`config.mk`:
```
export PLATFORM = sky130hd
export DESIGN_NAME = block_dispatcher
export DESIGN_NICKNAME = d
export VERILOG_FILES = /design/src/rtl/block_dispatcher_pkg.sv /design/src/rtl/block_dispatcher_lowest_free_pick.sv /design/src/rtl/block_dispatcher.sv
export SDC_FILE = /design/constraint.sdc
export NUM_CORES = 1
export LEC_CHECK = 0
export BUFFER_PORTS_ARGS = -buffer_cell sky130_fd_sc_hd__buf_4
export CORE_MARGIN = 2
export CORE_UTILIZATION = 58
export DETAILED_ROUTE_END_ITERATION = 10
export GPL_ROUTABILITY_DRIVEN = 1
export PLACE_DENSITY_LB_ADDON = 0.2
export SETUP_SLACK_MARGIN = 0.1
export SLEW_MARGIN = 25
export SYNTH_ARGS = -nofsm -noshare
export SYNTH_HDL_FRONTEND = slang
export SYNTH_SLANG_ARGS = --single-unit
export TNS_END_PERCENT = 30
```
`constraint.sdc`:
```
create_clock -name clk -period 4.4 [get_ports clk]
set_input_delay 1.32 -clock clk [delete_from_list [all_inputs] [get_ports clk]]
set_output_delay 1.32 -clock clk [all_outputs]
set_load 0.005 [all_outputs]
```
`src/rtl/block_dispatcher_pkg.sv`:
```
// Shared types and constants for the kernel block dispatcher.
// State encodings here are also used by the per-core scheduler.
package block_dispatcher_pkg;

    localparam int BLOCK_ID_W = 8;
    localparam int COUNT_W    = 8;

    typedef enum logic [1:0] {
        ST_IDLE     = 2'b00,
        ST_DISPATCH = 2'b01
    } disp_state_e;

    typedef enum logic [1:0] {
        CORE_IDLE = 2'b00,
        CORE_DONE = 2'b11
    } core_state_e;

    function automatic int idx_width(input int n);
        return (n > 1) ? $clog2(n) : 1;
    endfunction

endpackage

```
`src/rtl/block_dispatcher_lowest_free_pick.sv`:
```
// Combinational priority encoder: returns the lowest-index set bit of the
// free mask and whether any bit is set.
module block_dispatcher_lowest_free_pick
    import block_dispatcher_pkg::*;
#(
    parameter int NUM_CORES = 2,
    parameter int IDX_W     = idx_width(NUM_CORES)
) (
    input  logic [NUM_CORES-1:0] free_mask,
    output logic [IDX_W-1:0]     idx,
    output logic                 any_free
);

    always_comb begin
        idx      = '0;
        any_free = 1'b0;
        // Scan downward so the lowest set index wins.
        for (int i = NUM_CORES - 1; i >= 0; i--) begin
            if (free_mask[i]) begin
                idx      = IDX_W'(i);
                any_free = 1'b1;
            end
        end
    end

endmodule

```
`src/rtl/block_dispatcher.sv`:
```
// Kernel block dispatcher: splits a launch into fixed-size blocks and issues
// them one per cycle to free cores. Optional BLOCK_DISPATCHER_PERF_EN adds kernel_cycles.
//
// state    | meaning
// ---------+------------------------------------------------------------
// IDLE     | waiting for start; done held from the previous kernel
// DISPATCH | issuing blocks to free cores and collecting completions
module block_dispatcher
    import block_dispatcher_pkg::*;
#(
    parameter int NUM_CORES         = 2,
    parameter int THREADS_PER_BLOCK = 4
) (
    input  logic                            clk,
    input  logic                            reset,
    input  logic                            start,
    input  logic [7:0]                      thread_count,
    output logic                            busy,
    output logic                            done,
    output logic [NUM_CORES-1:0]            core_start,
    output logic [NUM_CORES*BLOCK_ID_W-1:0] core_block_id,
    output logic [NUM_CORES*COUNT_W-1:0]    core_thread_count,
    input  logic [NUM_CORES-1:0]            core_done
`ifdef BLOCK_DISPATCHER_PERF_EN
    ,
    output logic [31:0]                     kernel_cycles
`endif
);

    localparam int IDX_W = idx_width(NUM_CORES);
    localparam logic [8:0] TPB_W = 9'(THREADS_PER_BLOCK);
    localparam logic [COUNT_W-1:0] TPB_C = COUNT_W'(THREADS_PER_BLOCK);

    disp_state_e state, state_nxt;

    logic [BLOCK_ID_W-1:0] total_blocks;
    logic [COUNT_W-1:0]    rem;
    logic [BLOCK_ID_W-1:0] next_block;
    logic [NUM_CORES-1:0]  core_free;
    logic [IDX_W-1:0]      pick_idx;
    logic                  any_free;
    logic                  accept;
    logic                  finish;
    logic                  issue;
    logic [COUNT_W-1:0]    issue_cnt;
    logic [BLOCK_ID_W-1:0] total_blocks_d;
    logic [COUNT_W-1:0]    rem_d;

    assign total_blocks_d = BLOCK_ID_W'(({1'b0, thread_count} + TPB_W - 9'd1) / TPB_W);
    assign rem_d          = thread_count % TPB_C;

    block_dispatcher_lowest_free_pick #(
        .NUM_CORES (NUM_CORES),
        .IDX_W     (IDX_W)
    ) u_pick (
        .free_mask (core_free),
        .idx       (pick_idx),
        .any_free  (any_free)
    );

    assign accept = (state == ST_IDLE) && start;
    assign finish = (state == ST_DISPATCH) && (next_block == total_blocks) && (&core_free);
    assign issue  = (state == ST_DISPATCH) && (next_block < total_blocks) && any_free;

    // Only the final block of a kernel can be short.
    assign issue_cnt = ((next_block == total_blocks - 8'd1) && (rem != '0)) ? rem : TPB_C;

    always_ff @(posedge clk or posedge reset) begin
        if (reset) begin
            state <= ST_IDLE;
        end else begin
            state <= state_nxt;
        end
    end

    always_comb begin
        state_nxt = state;
        case (state)
            ST_IDLE:     if (start)  state_nxt = ST_DISPATCH;
            ST_DISPATCH: if (finish) state_nxt = ST_IDLE;
            default:     state_nxt = ST_IDLE;
        endcase
    end

    always_ff @(posedge clk or posedge reset) begin
        if (reset) begin
            total_blocks <= '0;
            rem          <= '0;
            next_block   <= '0;
            busy         <= 1'b0;
            done         <= 1'b0;
        end else begin
            if (accept) begin
                total_blocks <= total_blocks_d;
                rem          <= rem_d;
                next_block   <= '0;
                busy         <= 1'b1;
                done         <= 1'b0;
            end else if (finish) begin
                busy <= 1'b0;
                done <= 1'b1;
            end else if (issue) begin
                next_block <= next_block + 8'd1;
            end
        end
    end

    for (genvar k = 0; k < NUM_CORES; k++) begin : g_slot
        logic                  free_r;
        logic                  done_q_r;
        logic                  start_r;
        logic [BLOCK_ID_W-1:0] id_r;
        logic [COUNT_W-1:0]    cnt_r;
        logic                  sel;
        logic                  rise;

        assign sel  = issue && (pick_idx == IDX_W'(k));
        // A level that stays high across a reissue is not a new completion.
        assign rise = core_done[k] && !done_q_r && !free_r;

        always_ff @(posedge clk or posedge reset) begin
            if (reset) begin
                free_r   <= 1'b1;
                done_q_r <= 1'b0;
                start_r  <= 1'b0;
                id_r     <= '0;
                cnt_r    <= '0;
            end else begin
                done_q_r <= core_done[k];
                start_r  <= sel;
                if (sel) begin
                    free_r <= 1'b0;
                    id_r   <= next_block;
                    cnt_r  <= issue_cnt;
                end else if (rise) begin
                    free_r <= 1'b1;
                end
            end
        end

        assign core_free[k]                                  = free_r;
        assign core_start[k]                                 = start_r;
        assign core_block_id[k*BLOCK_ID_W +: BLOCK_ID_W]     = id_r;
        assign core_thread_count[k*COUNT_W +: COUNT_W]       = cnt_r;
    end

`ifdef BLOCK_DISPATCHER_PERF_EN
    always_ff @(posedge clk or posedge reset) begin
        if (reset) begin
            kernel_cycles <= '0;
        end else if (accept) begin
            kernel_cycles <= '0;
        end else if ((state == ST_DISPATCH) && (kernel_cycles != 32'hFFFF_FFFF)) begin
            kernel_cycles <= kernel_cycles + 32'd1;
        end
    end
`endif

endmodule
```
## After elaboration in Yosys (flattened, before gate mapping)

Index checks and enable logic that the tools add are counted.

| word-level totals | value |
|---|---|
| flip-flop bits (word level) | 59 |
| bits in latches | 0 |
| RAM bits | 0 |
| memory bits (read-only) | 0 |
| output and inout port bits | 36 |
| logic and storage cells | 71 |
| memories kept | 0 |

| cells by class | value |
|---|---|
| $add $sub $neg | 4 |
| multiply operators | 0 |
| divide/modulo/power cells | 0 |
| $lt $le $gt $ge | 1 |
| eq/ne operators | 6 |
| shifts and indexed selects | 0 |
| muxes and demuxes | 18 |
| bitwise gates (word level) | 1 |
| reductions and logical operators | 25 |

Operators with widths:

| kind | number |
|---|---|
| 2-to-1 mux 8 bit | 3 |
| logical AND 1 bit | 12 |
| 2-to-1 mux 1 bit | 11 |
| adder 8 x 3 -> 9 bit, second input constant | 1 |
| subtractor 9 x 1 -> 9 bit, second input constant | 1 |
| adder 8 x 1 -> 8 bit, second input constant | 1 |
| == test 8 x 7 -> 1 bit | 1 |
| == test 8 bit | 1 |
| < comparator 8 x 7 -> 1 bit | 1 |
| nonzero test 2 bit | 4 |
| nonzero test 8 bit | 1 |
| subtractor 7 x 1 -> 8 bit, second input constant | 1 |
| != test 2 bit, second input constant | 3 |
| AND reduction 2 bit | 3 |
| zero test 1 bit | 4 |
| 2-to-1 mux 2 bit | 2 |
| case mux 2 bit (2 select lines) | 1 |
| 2-to-1 mux 3 bit | 1 |
| == test 2 x 1 -> 1 bit, second input constant | 1 |
| zero test 2 bit | 1 |
| inverter 1 bit | 1 |

## Longest topological paths before layout

| depth | value |
|---|---|
| depth after elaboration | 6 |
| mapped depth | 9 |
| gate-level depth less buffers | 8 |

## Modules after synthesis

Synthesis repeated with hierarchy kept, for this count alone.

| unflattened totals | value |
|---|---|
| cells, all modules | 234 |
| area total of the unflattened synthesis | 2471.1 µm² |

By module, submodules not included:

| module | times used | cells each | area each (µm²) | sequential area each (µm²) |
|---|---|---|---|---|
| block_dispatcher | 1 | 232 | 2458.6 | 1203.7 |
| block_dispatcher_lowest_free_pick | 1 | 2 | 12.5 | 0.0 |

## Worst setup path before layout

No wires, ideal clock.

| path | value |
|---|---|
| path kind | register to register |
| from | register next_block[1] |
| to | register next_block[5] |
| data arrival time | 2.257 ns |
| required time | 4.322 ns |
| slack | 2.065 ns |
| cell stages (with the launch flop) | 9 |
| buffers on the path | 1 |
| path through | dfrtp_1 > ha_1 > nor2b_1 > o211ai_1 > a21oi_2 > or3_1 > buf_2 > or4_1 > a21oi_1 |

| between the ends | value |
|---|---|
| cells in the longest elaborated chain, start to end | 5 |
| elaborated cells between the ends (all ways) | 13 |
| classes of those cells | 1 x add/sub; 1 x order compare; 2 x eq/ne; 3 x mux; 6 x reduce/logical |

RTL lines:

| item | line | RTL |
|---|---|---|
| from (decl) | block_dispatcher.sv:38 | `logic [BLOCK_ID_W-1:0] next_block;` |
| from (signal assigned) | block_dispatcher.sv:103 | `next_block <= next_block + 8'd1;` |
| < comparator 8 x 7 -> 1 bit / == test 8 x 7 -> 1 bit (equally long branches) | block_dispatcher.sv:63, block_dispatcher.sv:62 |  |
| logical AND 1 bit, on equally long branches (2 in series) | block_dispatcher.sv:63, block_dispatcher.sv:62 |  |
| nonzero test 2 bit (no source line) / != test 2 bit (equally long branches) | -- |  |
| AND reduction 2 bit (no source line) | -- |  |

Several ways; a longest one is shown, not always the timed one. The select of a mux whose other input is x is not followed.
A chain may end at the register's enable or synchronous reset.

## Worst setup path in the final report

| path | value |
|---|---|
| from | register next_block[1] |
| to | register g_slot[0].id_r[4] |

| between the ends | value |
|---|---|
| cells in the longest elaborated chain, start to end | 4 |

RTL lines:

| item | line | RTL |
|---|---|---|
| < comparator 8 x 7 -> 1 bit | block_dispatcher.sv:63 | `assign issue = (state == ST_DISPATCH) && (next_block < total_blocks) && any_free;` |
| logical AND 1 bit (2 in series) | block_dispatcher.sv:63 |  |
| logical AND 1 bit | block_dispatcher.sv:117 | `assign sel = issue && (pick_idx == IDX_W'(k));` |
| to (signal assigned) | block_dispatcher.sv:133 | `id_r <= next_block;` |
| to (decl) | block_dispatcher.sv:112 | `logic [BLOCK_ID_W-1:0] id_r;` |

Every way passes these cells.

==> impl_metrics.env <==
export IMPL_timing_fmax_mhz=380
export IMPL_ctsHtreeMaxLevel=2
export IMPL_ioPinCount=49
export IMPL_yosys_warnings=0
export IMPL_wl_per_cell_um=14.1
export IMPL_yosysSeqAreaShare_pct=50.0
export IMPL_tightestPinTransition_ps=995
export IMPL_power_per_cell_area_mw_per_mm2=705
export IMPL_synth_cells=229
export IMPL_first_pass_iters=4
export IMPL_row_count=23
export IMPL_async_reset_ff_share_pct=100
export IMPL_synth_enable_flop_cells=0
export IMPL_ir_drop_mv=0.404
export IMPL_fin_area_mm2=0.00281
export IMPL_synthFlopType="dfrtp_1"
export IMPL_fp_coreArea_mm2=0.00400
export IMPL_tns_ps=0
export IMPL_hp_class="reg -> reg"
export IMPL_internal_power_mw=1.23
export IMPL_post_route_cells_drive_above_1_share_pct=27.0
export IMPL_place_inst=309
export IMPL_slew_violations=0
export IMPL_worstSkewPairLatency_ps=310
export IMPL_grt_pass1_wl_um=7320
export IMPL_grt_max_degree=49
export IMPL_drv_cap=0
export IMPL_fin_skew_ps=15.0
export IMPL_seq_power_share_pct=39.5
export IMPL_io_buffers=38
export IMPL_power_switching_uw=749
export IMPL_cts_buffers_inserted=5
export IMPL_antenna_found_initial=0
export IMPL_routabilityCongestion=0.890
export IMPL_die_area_mm2=0.00468
export IMPL_p_leak_nw=1.30
export IMPL_cts_setup_buffers=0
export IMPL_crit_fanout=14
export IMPL_grt_usage_pct=21.6
export IMPL_critPathMaxStageDelay_ps=840
export IMPL_setup_viol=0
export IMPL_place_worst_setup_slack_ps=1810
export IMPL_power_frac_comb_pct=43.6
export IMPL_drc_errors=0
export IMPL_layout_min_cycle_time_ps=2630
export IMPL_fin_ws_ps=1770
export IMPL_status="finished, final reports clean"
export IMPL_first_global_vias=1576
export IMPL_num_antenna_cells=0
export IMPL_dp_hpwl_um=3150
export IMPL_die_h_um=68.4
export IMPL_crit_chain="ha_1 -> nor2b_1 -> o211ai_1 -> a21oi_2 -> nor3b_2 -> mux2_2"
export IMPL_start_kind="flip-flop"
export IMPL_synth_area_mm2=0.00241
export IMPL_cts_hold_buf=0
export IMPL_cts_sinks=48
export IMPL_hold_viol=0
export IMPL_rsz0062_at_grt="no"
export IMPL_root_buffer="clkbuf_8"
export IMPL_grt_overflow_total=0
export IMPL_num_fill_cells=308
export IMPL_drtIter0Drc=149
export IMPL_switching_share_pct=37.9
export IMPL_criticalPathCategory="reg -> reg"
export IMPL_slew_headroom_pct=33.4
export IMPL_synthDistinctLibCells=40
export IMPL_worstPathArrival_ps=2830
export IMPL_p_clk_share_pct=16.9
export IMPL_synth_avg_cell_area_um2=10.5
export IMPL_final_common_cell="dfrtp_1"
export IMPL_final_cell_mix="46 x dfrtp_1, 39 x buf_4, 25 x nand2_1"
export IMPL_start_util_pct=60.2
export IMPL_viasPerCell=5.44
export IMPL_antenna_left=0
export IMPL_critPathCaptureType="flip-flop"
export IMPL_worst_path_buf_inv=0
export IMPL_clockBufferDepth=2
export IMPL_die_w_um=68.4
export IMPL_cts_resized=0
export IMPL_crit_family="simple AND/OR/NAND/NOR gates"
export IMPL_wl_um=4460
export IMPL_place_area_mm2=0.00269
export IMPL_post_route_period_util_pct=59.7
export IMPL_total_power_mw=1.98
export IMPL_ys_seq_elements=48
export IMPL_layoutNonFillerInstCount=317
export IMPL_via_count=1724
export IMPL_hold_slack_ps=403
export IMPL_fin_nets=288
export IMPL_final_core_util_pct=70.2
export IMPL_clk_pin_slew_ps=100
export IMPL_synthToLayoutAreaGrowth_pct=16.6
export IMPL_cts_tree="yes"
export IMPL_cp_required_ps=4600
export IMPL_crit_slowest_cell="nor3b_2"
[layer usage]
layer / GRT usage [%] / up-vias / wire, um
met3: 5.76 / 7 / 269
met1: 30.5 / 816 / 2120
li1: - / 848 / -
met4: 7.50 / 0 / 67
met2: 32.2 / 53 / 2000
met5: 0 / - / 0
[cells in the mapped netlist, types with 3 or more instances]
cell type	instances	area, um2
o22ai_1	5	31.3
o21a_1	3	22.5
xor2_1	6	52.6
nor2b_1	4	25.0
xnor2_1	8	70.1
inv_1	15	56.3
ha_1	9	113
or3_1	5	31.3
clkbuf_1	3	11.3
o21ai_0	14	70.1
buf_4	12	90.1
nor2_1	4	15.0
mux2_2	16	180
nor3_1	4	20.0
nand3_1	6	30.0
dfrtp_1	46	1150
nor3b_1	3	22.5
nand2b_1	3	18.8
nand2_1	25	93.8
a21oi_1	9	45.0
buf_2	3	15.0
and3_1	3	18.8
[area by class of cell]
| class | instances | area [um2] | share of cell area (%) |
|---|---|---|---|
| Sequential cell | 48 | 1200 | 42.9 |
| Timing Repair Buffer | 39 | 293 | 10.4 |
| Tap cell | 50 | 62.6 | 2.23 |
| Inverter | 15 | 57.6 | 2.05 |
| Clock buffer | 6 | 82.6 | 2.94 |
| Multi-Input combinational cell | 157 | 1070 | 38.1 |
| Clock inverter | 2 | 38.8 | 1.38 |
[path summary, 6_finish.rpt]
kind | start | end | slack [ps] | cells past startpoint
min | g_slot[0].done_q_r | g_slot[0].free_r | 400 | 1
max reg2reg | next_block[1] | g_slot[0].id_r[4] | 1770 | 6
min in group asynchronous | reset | g_slot[0].id_r[2] | 1150 | 2
max in group asynchronous | reset | busy | 2760 | 2
min reg2reg | g_slot[0].done_q_r | g_slot[0].free_r | 400 | 1
max | next_block[1] | g_slot[0].id_r[4] | 1770 | 6
[power by group through the flow]
stage                     logic (mW)  registers (mW)  clock network, mW
after floorplan                0.639           0.738                  0
after global placement         0.839           0.784                  0
after detailed placement       0.861           0.788                  0
after CTS                      0.867           0.780              0.344
after global routing           0.971           0.808              0.361
final                          0.863           0.781              0.334
[sequential cells by signal, summed over array words and instances (netlist names)]
signal / count
g_slot.id_r: 16
next_block: 8
total_blocks: 7
g_slot.cnt_r: 6
g_slot.done_q_r: 2
g_slot.free_r: 2
g_slot.start_r: 2
rem: 2
busy: 1
done: 1
state: 1
[cells by family after synthesis]
family / after synthesis / synth area share [%]
and+or+nand+nor: 69 / 15.5
DFF: 48 / 50.0
AOI/OAI and AO/OA: 39 / 9.93
buffers and inverters: 33 / 7.17
muxes: 16 / 7.48
xor gates and xnor gates: 14 / 5.09
adders and majority gates: 9 / 4.68
other: 1 / 0.156
[worst reg2reg max path: stages, from the launching register on]
cell	delay [ps]
dfrtp_1	480
ha_1	330
nor2b_1	140
o211ai_1	180
a21oi_2	130
nor3b_2	840
mux2_2	430
No activity file was read; power rests on OpenSTA's default activity.
